### src/rtl/online_div_pkg.sv
// Shared definitions for the online-division digit-store sequencer: state encoding,
// default store geometry and the digit ceiling.
package online_div_pkg;

    typedef enum logic [2:0] {
        StIdle    = 3'd0,
        StWaitDig = 3'd1,
        StSweep   = 3'd2,
        StDrain   = 3'd3,
        StDone    = 3'd4
    } state_t;

    localparam int unsigned RAM_ADDR_WIDTH_DEF = 7;
    localparam int unsigned DIGIT_CEIL         = 4 * (2 ** RAM_ADDR_WIDTH_DEF);

    // Four digits are banked per word, so the store holds 4 * 2^aw digits.
    function automatic int unsigned digit_ceil(input int unsigned aw);
        return 4 * (2 ** aw);
    endfunction

endpackage

### src/rtl/online_div_valid_pipe.sv
// DEPTH-deep delay line for the store read-valid strobe; flushed by async_clear.
module online_div_valid_pipe #(
    parameter int unsigned DEPTH = 1
) (
    input  logic clk,
    input  logic async_clear,
    input  logic din,
    output logic dout
);

    logic [DEPTH-1:0] sr_q;

    generate
        if (DEPTH == 1) begin : g_one
            always_ff @(posedge clk or negedge async_clear) begin
                if (!async_clear) sr_q <= '0;
                else              sr_q <= din;
            end
        end else begin : g_multi
            always_ff @(posedge clk or negedge async_clear) begin
                if (!async_clear) sr_q <= '0;
                else              sr_q <= {sr_q[DEPTH-2:0], din};
            end
        end
    endgenerate

    assign dout = sr_q[DEPTH-1];

endmodule

### src/rtl/online_div_ca_seq_ctrl.sv
// Write/read sequencer for the online-division q/d digit store.
// Optional stall_cnt output enabled by defining ONLINE_DIV_STALL_CNT_EN.
module online_div_ca_seq_ctrl
    import online_div_pkg::*;
#(
    parameter int unsigned RAM_ADDR_WIDTH = RAM_ADDR_WIDTH_DEF,
    parameter int unsigned N_DIGITS       = 32,
    parameter int unsigned RD_LAT         = 1
) (
    input  logic                      clk,
    input  logic                      async_clear,
    input  logic                      start,
    input  logic                      abort,
    input  logic                      dig_valid,
    output logic                      dig_ready,
    input  logic                      rd_stall,
    output logic [RAM_ADDR_WIDTH+1:0] master_cnt,
    output logic                      wr_enable,
    output logic                      enable_all,
    output logic [RAM_ADDR_WIDTH-1:0] rd_addr,
    output logic [RAM_ADDR_WIDTH-1:0] comp_cycle,
    output logic                      rd_valid,
    output logic                      rd_last,
    output logic                      rd_data_valid,
    output logic                      iter_done,
    output logic                      busy,
    output logic                      done
`ifdef ONLINE_DIV_STALL_CNT_EN
    ,
    output logic [15:0]               stall_cnt
`endif
);

    localparam int unsigned MW      = RAM_ADDR_WIDTH + 2;
    localparam int unsigned CNT_MAX = digit_ceil(RAM_ADDR_WIDTH) - 1;

    state_t                    state_q;
    logic [MW-1:0]             cnt_q;
    logic [RAM_ADDR_WIDTH-1:0] rd_addr_q;
    logic [RAM_ADDR_WIDTH-1:0] comp_q;
    logic [1:0]                drain_q;
    logic                      full_q;
    logic                      done_q;
    logic                      drain_end;
    logic                      start_ok;

    always_comb begin
        dig_ready  = (state_q == StWaitDig);
        wr_enable  = dig_ready & dig_valid & ~abort;
        rd_valid   = (state_q == StSweep) & ~rd_stall & ~abort;
        rd_last    = rd_valid & (rd_addr_q == comp_q);
        drain_end  = (state_q == StDrain) && (drain_q == 2'(RD_LAT - 1));
        iter_done  = drain_end & ~abort;
        enable_all = (state_q != StIdle);
        busy       = (state_q == StWaitDig) || (state_q == StSweep) || (state_q == StDrain);
        start_ok   = start && ((state_q == StIdle) || (state_q == StDone));
    end

    assign master_cnt = cnt_q;
    assign rd_addr    = rd_addr_q;
    assign comp_cycle = comp_q;
    assign done       = done_q;

    always_ff @(posedge clk or negedge async_clear) begin
        if (!async_clear) begin
            state_q   <= StIdle;
            cnt_q     <= '0;
            rd_addr_q <= '0;
            comp_q    <= '0;
            drain_q   <= '0;
            full_q    <= 1'b0;
            done_q    <= 1'b0;
        end else if (abort) begin
            state_q   <= StIdle;
            cnt_q     <= '0;
            rd_addr_q <= '0;
            comp_q    <= '0;
            drain_q   <= '0;
            full_q    <= 1'b0;
            done_q    <= 1'b0;
        end else begin
            case (state_q)
                StIdle, StDone: begin
                    if (start) begin
                        cnt_q   <= '0;
                        full_q  <= 1'b0;
                        done_q  <= 1'b0;
                        state_q <= StWaitDig;
                    end
                end
                StWaitDig: begin
                    if (dig_valid) begin
                        // Saturate instead of wrapping when N_DIGITS fills the store.
                        if (32'(cnt_q) < CNT_MAX) cnt_q <= cnt_q + 1'b1;
                        full_q    <= (32'(cnt_q) + 1 == N_DIGITS);
                        comp_q    <= cnt_q[MW-1:2];
                        rd_addr_q <= '0;
                        state_q   <= StSweep;
                    end
                end
                StSweep: begin
                    if (rd_valid) begin
                        if (rd_last) begin
                            drain_q <= '0;
                            state_q <= StDrain;
                        end else begin
                            rd_addr_q <= rd_addr_q + 1'b1;
                        end
                    end
                end
                StDrain: begin
                    if (drain_end) begin
                        if (full_q) begin
                            done_q  <= 1'b1;
                            state_q <= StDone;
                        end else begin
                            state_q <= StWaitDig;
                        end
                    end else begin
                        drain_q <= drain_q + 1'b1;
                    end
                end
                default: state_q <= StIdle;
            endcase
        end
    end

    online_div_valid_pipe #(
        .DEPTH (RD_LAT)
    ) u_valid_pipe (
        .clk         (clk),
        .async_clear (async_clear),
        .din         (rd_valid),
        .dout        (rd_data_valid)
    );

`ifdef ONLINE_DIV_STALL_CNT_EN
    always_ff @(posedge clk or negedge async_clear) begin
        if (!async_clear) begin
            stall_cnt <= '0;
        end else if (start_ok && !abort) begin
            stall_cnt <= '0;
        end else if (((state_q == StSweep) && rd_stall) || (dig_ready && !dig_valid)) begin
            if (stall_cnt != 16'hFFFF) stall_cnt <= stall_cnt + 16'd1;
        end
    end
`endif

endmodule

### config.mk
export PLATFORM = sky130hd
export DESIGN_NAME = online_div_ca_seq_ctrl
export DESIGN_NICKNAME = d
export VERILOG_FILES = /design/src/rtl/online_div_pkg.sv /design/src/rtl/online_div_valid_pipe.sv /design/src/rtl/online_div_ca_seq_ctrl.sv
export SDC_FILE = /design/constraint.sdc
export NUM_CORES = 1
export LEC_CHECK = 0
export ABC_AREA = 1
export ABC_CLOCK_PERIOD_IN_PS = 1500
export CAP_MARGIN = 20
export CORE_MARGIN = 5
export CORE_UTILIZATION = 46
export DETAILED_ROUTE_END_ITERATION = 16
export GPL_ROUTABILITY_DRIVEN = 0
export PLACE_DENSITY = 0.86
export SLEW_MARGIN = 10
export SYNTH_ARGS = -nofsm -noshare
export SYNTH_HDL_FRONTEND = slang
export SYNTH_HIERARCHICAL = 1
export SYNTH_SLANG_ARGS = --single-unit
### constraint.sdc
create_clock -name clk -period 1.5 [get_ports clk]
set_input_delay 0.3 -clock clk [delete_from_list [all_inputs] [get_ports clk]]
set_output_delay 0.3 -clock clk [all_outputs]
set_load 0.02 [all_outputs]
==> results.yml, run 1 <==
synth:
  synth-seq-cells: 31
  synth_cell_types: 29
  ys_seq_area_share_pct: 40.5
  synth_warnings: 6
  synth_area_um2: 1920
  synth.net_count: 268
  syn_inst: 259
  avgSynthCellArea_um2: 7.40
worst_setup_path:
  startpoint: "state_q[2]"
  arrival_ns: 1.42
  worstPathCellList: "inv_2, nand3_4, inv_4, nand2_4, nor2_4, nand3_4, inv_2, buf_6"
  crit_path_end_kind: "output pin"
  r2r_cells: 11
  r2r_slack_ns: -0.18
  slowest_delay_ns: 0.39
  worstPathRequired_ns: 1.20
  cp_max_fo: 4
  rr_startpoint: "state_q[1]"
  slowest_stage: "dfrtp_1"
  path_class: "reg2out"
  start_kind: "flip-flop"
  worstReg2RegEnd: "master_cnt[3]"
  endpoint: "rd_last"
timing:
  worst_slew_pin_slew_ns: 0.271
  slew_headroom_pct: 81.9
  final.period_utilization_pct: 114
  period_needed_ns: 1.72
  fin_ws_ns: -0.217
  drv_slew: 0
  hold_viol: 0
  final.setup.tns_ns: -3.18
  fmax_mhz: 582
  final.setup_skew_ns: 0.00345
  rsz0062_at_grt: "yes"
  setup_viol: 29
routing:
  first_iter_violations: 181
  viasPerCell: 5.14
  drc: 0
  drt_first_pass_iters: 4
  avgRoutedWirePerCell_um: 14.1
  wl_um: 5830
  ant_nets: 0
  num_vias: 2126
pwr:
  pwr-share-clk_pct: 23.2
  netSwitchingFraction_pct: 39.3
  powerDensity_nw_per_um2: 1250
  power_frac_seq_pct: 25.8
  leakage_nw: 1.65
  p_switching_w: 0.00149
  power.internal_w: 0.00230
  p_comb_share_pct: 51.1
  peakVddDrop_mv: 0.587
clocking:
  insertion_delay_ns: 0.29
  cts_made_buffers: 5
  clkSinkCount: 31
  cts-htree-levels: 2
  clockBufferDepth: 2
  cts.clk_slew.worst_paths_ns: 0.07
  cts_hold_buf: 0
  cts_root_buf: "clkbuf_8"
  cts_tree: "yes"
cells_and_area:
  final_common_cell: "nand2_1"
  fin_cells: 414
  area_delta_synth_final_pct: 58.6
  n_antenna_cell: 0
  drive_gt1_share_pct: 35.2
  final_cell_mix: "nand2_1, buf_4, nand3_1"
  layout.nets: 372
  fin_area_um2: 3040
floorplanning:
  die_h_um: 74.5
  core_um2: 4030
  dieArea_um2: 5550
  start_util_pct: 47.5
  dieWidth_um: 74.5
  io_pins: 38
  num_rows: 23
outcome:
  violations: "setup timing"
  status: "finished with violations"
flow_run:
  drv_cap: 0
hold_path:
  hold_class: "in2async"
global_routing:
  grt_pass1_vias: 2031
  overflow: 0
  antenna_found_initial: 0
  grt_max_degree: 32
  grt_first_pass_wirelength_um: 8890
  grt_usage_pct: 21.1
placed_design:
  placedCellCount: 398
  place_ws_ns: -0.658
  place_hpwl_um: 3830
  placed_area_um2: 2750
  port_buffers: 37
-- per-stage QoR --
step	util (%)	power [W]	hold WS, ns
2_1_floorplan	-	0.00183	0.00441
3_3_place_gp	68.3	0.00252	0.457
3_5_place_dp	68.3	0.00255	0.460
4_1_cts	72.3	0.00356	0.381
5_1_grt	75.4	0.00398	0.398
6_report	75.4	0.00379	0.372
-- flip-flops by register name, summed over array words and instances (netlist names) --
signal	count
state_q	3
full_q	1
comp_cycle	7
done	1
drain_q	2
rd_addr	7
master_cnt	9
u_valid_pipe/dout	1
-- layout make-up --
cell class / count / area, um2
Sequential cell: 31 / 781
Inverter: 34 / 130
Clock inverter: 2 / 35.0
Multi-Input combinational cell: 191 / 1080
Clock buffer: 6 / 82.6
Fill cell: 278 / 991
Timing Repair Buffer: 100 / 863
Tap cell: 50 / 62.6
-- cell usage after synthesis --
| cell | count | share of area (%) |
|---|---|---|
| nand2_1 | 74 | 15 |
| dfrtp_1 | 31 | 40 |
| nand3_1 | 31 | 8.1 |
| inv_1 | 25 | 4.9 |
| nor2_1 | 25 | 4.9 |
| o21ai_0 | 11 | 2.9 |
| inv_2 | 8 | 1.6 |
| xor2_1 | 7 | 3.2 |
| nand2_2 | 5 | 1.6 |
| o21ai_1 | 5 | 1.3 |
| nand3b_1 | 4 | 1.6 |
| a21oi_1 | 3 | 0.78 |
| ha_1 | 3 | 2.0 |
| nor3_1 | 3 | 0.78 |
| nor4_1 | 3 | 0.98 |
| xnor2_1 | 3 | 1.4 |
| nand3_2 | 2 | 1.0 |
| nand3_4 | 2 | 1.8 |
| nor2_2 | 2 | 0.65 |
| nor2_4 | 2 | 1.2 |
| o22ai_1 | 2 | 0.65 |
| a21oi_4 | 1 | 0.85 |
| buf_2 | 1 | 0.26 |
| buf_4 | 1 | 0.39 |
| buf_6 | 1 | 0.59 |
| clkinv_2 | 1 | 0.26 |
| nand2_4 | 1 | 0.59 |
| nand4_1 | 1 | 0.33 |
| o21ai_2 | 1 | 0.46 |
-- power groups by stage --
| stage | Combinational, W | Sequential (W) | Clock, W |
|---|---|---|---|
| CTS | 0.00171 | 0.000974 | 0.000883 |
| floorplan | 0.000794 | 0.00104 | 0 |
| global placement | 0.00154 | 0.000982 | 0 |
| global route | 0.00207 | 0.000984 | 0.000922 |
| detailed placement | 0.00156 | 0.000987 | 0 |
| finish | 0.00193 | 0.000975 | 0.000878 |
-- how the worst min path moves through the flow --
stage | cells after the start | slack, ns | startpoint | end
after global placement | 2 | 0.46 | drain_q[1] | drain_q[1]
after global routing | 2 | 0.40 | async_clear | rd_addr[2]
after floorplan | 0 | 0.004 | async_clear | comp_cycle[0]
after detailed placement | 2 | 0.46 | drain_q[1] | drain_q[1]
final | 2 | 0.37 | async_clear | rd_addr[2]
after CTS | 2 | 0.38 | async_clear | rd_addr[2]
-- cells by family after synthesis --
family,share of synthesized area [%]
AOI/OAI and AO/OA,6.92
xor gates and xnor gates,4.57
adders and majority gates,1.96
buffers and inverters,7.97
DFF,40.5
and+or+nand+nor,38.1
-- worst max-delay path: cells and delay by family, from the launching register on --
| kind | cells | cell delay, ns |
|---|---|---|
| DFF | 1 | 0.39 |
| buffers and inverters | 4 | 0.34 |
| and+or+nand+nor | 4 | 0.39 |
-- layer usage --
layer	vias up	routed length, um	track usage [%]
met5	-	0	0
met1	974	2300	25.3
li1	1039	-	-
met4	0	155	10.5
met3	18	448	5.14
met2	95	2920	35.1
-- what timing repair did --
action | CTS | global route
setup endpoints to repair | 61 | 34
cloned | 0 | 1
setup buffers | 5 | 2
pin swaps | 4 | 4
resized for setup | 78 | 31
Note: power is estimated with default switching activity, not from simulation.
==> run 2: changes to the inputs <==
--- a/config.mk
+++ b/config.mk
@@ -9,10 +9,11 @@
 export ABC_CLOCK_PERIOD_IN_PS = 1500
 export CAP_MARGIN = 20
 export CORE_MARGIN = 5
-export CORE_UTILIZATION = 46
+export CORE_UTILIZATION = 50
 export DETAILED_ROUTE_END_ITERATION = 16
+export DONT_BUFFER_PORTS = 1
 export GPL_ROUTABILITY_DRIVEN = 0
-export PLACE_DENSITY = 0.86
+export PLACE_DENSITY = 0.79
 export SLEW_MARGIN = 10
 export SYNTH_ARGS = -nofsm -noshare
 export SYNTH_HDL_FRONTEND = slang
==> results.yml, run 2 (same netlist as run 1, synthesis figures left out) <==
outcome:
  status: "finished with violations"
  violations: "setup timing"
pwr:
  power_w: 0.00389
  leakage_nw: 1.42
  peakVddDrop_mv: 1.13
  powerDensity_nw_per_um2: 1400
cells_and_area:
  n_antenna_cell: 0
  final_common_cell: "nand2_1"
  fill_cells: 268
  fin_area_um2: 2790
  final_cell_mix: "nand2_1, buf_4, nand3_1"
  layout.nets: 336
  drive_gt1_share_pct: 38.4
  largest_reg_flops: 9
  fin_cells: 376
  area_delta_synth_final_pct: 45.5
worst_setup_path:
  r2r_cells: 9
  r2r_slack_ns: -0.16
  start_kind: "flip-flop"
  crit_path_end_kind: "flip-flop"
  cp_max_fo: 5
  path_class: "reg2reg"
  arrival_ns: 1.85
  worstPathCellList: "nand3_1, nor2_2, nand2_1, nor2_2, nor2_4, buf_12, buf_6, nand3b_1, nand2_1"
  rr_startpoint: "master_cnt[2]"
  slowest_stage: "dfrtp_1"
  worstReg2RegEnd: "master_cnt[3]"
  worstPathRequired_ns: 1.69
  slowest_delay_ns: 0.47
clocking:
  insertion_delay_ns: 0.30
  clockBufferDepth: 2
  cts_made_buffers: 5
  cts.clk_slew.worst_paths_ns: 0.08
  cts-htree-levels: 2
  cts_root_buf: "clkbuf_8"
  cts_tree: "yes"
  clkSinkCount: 31
timing:
  final.period_utilization_pct: 111
  worst_slew_pin_slew_ns: 0.287
  period_needed_ns: 1.66
  fmax_mhz: 602
  fin_ws_ns: -0.162
  setup_viol: 24
  drv_slew: 0
  rsz0062_at_grt: "yes"
  final.setup_skew_ns: 0.0160
  slew_headroom_pct: 80.8
  hold_viol: 0
placed_design:
  placedCellCount: 348
  port_buffers: 0
  placed_area_um2: 2280
  place_hpwl_um: 3660
  place_ws_ns: 0.00997
floorplanning:
  core_um2: 3690
  dieWidth_um: 71.9
  num_rows: 22
  start_util_pct: 51.9
  dieArea_um2: 5170
  die_h_um: 71.9
  io_pins: 38
global_routing:
  overflow: 0
  grt_usage_pct: 21.8
  grt_max_degree: 32
  grt_pass1_vias: 1920
  grt_first_pass_wirelength_um: 8780
  antenna_found_initial: 0
routing:
  avgRoutedWirePerCell_um: 15.7
  drt_first_pass_iters: 4
  wl_um: 5920
  ant_nets: 0
  num_vias: 2022
  drc: 0
  viasPerCell: 5.38
  first_iter_violations: 123
flow_run:
  drv_cap: 0
hold_path:
  hold_class: "in2reg"
  hp-start: "abort"
  worstHoldPathCells: 3
  hold_end: "rd_addr[6]"
-- run 2: changes by cell type in the layout (fill, tap and decap cells not counted), moves of 4 or more --
cell / previous run / this run
dlygate4sd2_1: 22 / 0
nor2_1: 19 / 15
buf_4: 55 / 51
clkdlybuf4s50_1: 4 / 0
-- run 2: final cells by class --
class                      count  area [um2]  area share, %
clock buffer                   6        82.6           2.96
clock inverter                 2        35.0           1.26
multi-input combinational    191        1130           40.5
sequential                    31         781           28.0
tap                           48        60.1           2.16
timing repair buffer          64         554           19.9
inverter                      34         145           5.21
-- run 2: how the worst max path moves through the flow --
| stage | startpoint | end | slack, ns | cells after the start |
|---|---|---|---|---|
| 5_1_grt | master_cnt[2] | master_cnt[3] | -0.26 | 9 |
| 2_1_floorplan | state_q[0] | rd_last | -0.03 | 7 |
| 3_5_place_dp | state_q[2] | master_cnt[0] | 0.01 | 10 |
| 3_3_place_gp | master_cnt[1] | master_cnt[8] | 0.05 | 7 |
| 6_report | master_cnt[2] | master_cnt[3] | -0.16 | 9 |
| 4_1_cts | state_q[0] | rd_last | -0.15 | 7 |
-- run 2: critical path, delay by kind of cell (launching register included) --
kind | cells | cell delay [ns]
simple gates | 7 | 0.83
buf+inv | 2 | 0.24
flops | 1 | 0.47
-- run 2: timing repair --
item,4_1_cts,5_1_grt
hold endpoints to repair,31,0
setup buffers,8,10
resized for setup,14,43
hold buffers,2,0
setup endpoints to repair,12,28
pin swaps,5,8
-- run 2: metrics by stage --
step / util [%] / TNS (ns) / hold slack, ns
floorplan: - / -0.0348 / 0.00441
global placement: 61.9 / 0 / 0.00521
detailed placement: 61.9 / 0 / 0.00519
CTS: 68.7 / -0.613 / 0.170
global route: 75.5 / -4.36 / 0.170
finish: 75.5 / -2.16 / 0.164
-- run 2: power breakdown --
part / switching [W] / total, W / internal (W)
combinational: 0.00111 / 0.00199 / 0.000880
sequential: 0.0000886 / 0.000997 / 0.000909
clock: 0.000360 / 0.000897 / 0.000538
total: 0.00156 / 0.00389 / 0.00233
-- run 2: routing by layer --
layer  part of all wire (%)  vias to the layer above  wire, um  track usage [%]
met5                      0                        -         0                0
met4                    1.8                        0       109             7.72
met3                    8.0                       11       472             8.31
met2                     49                       84      2880             36.4
met1                     41                      957      2460             25.5
li1                       -                      970         -                -
==> run 3: changes to the inputs <==
--- a/config.mk
+++ b/config.mk
@@ -19,3 +19,4 @@
 export SYNTH_HDL_FRONTEND = slang
 export SYNTH_HIERARCHICAL = 1
 export SYNTH_SLANG_ARGS = --single-unit
+export TNS_END_PERCENT = 100
==> results of run 3 <==
Final layout, timing and power as in run 2 (identical DEF).
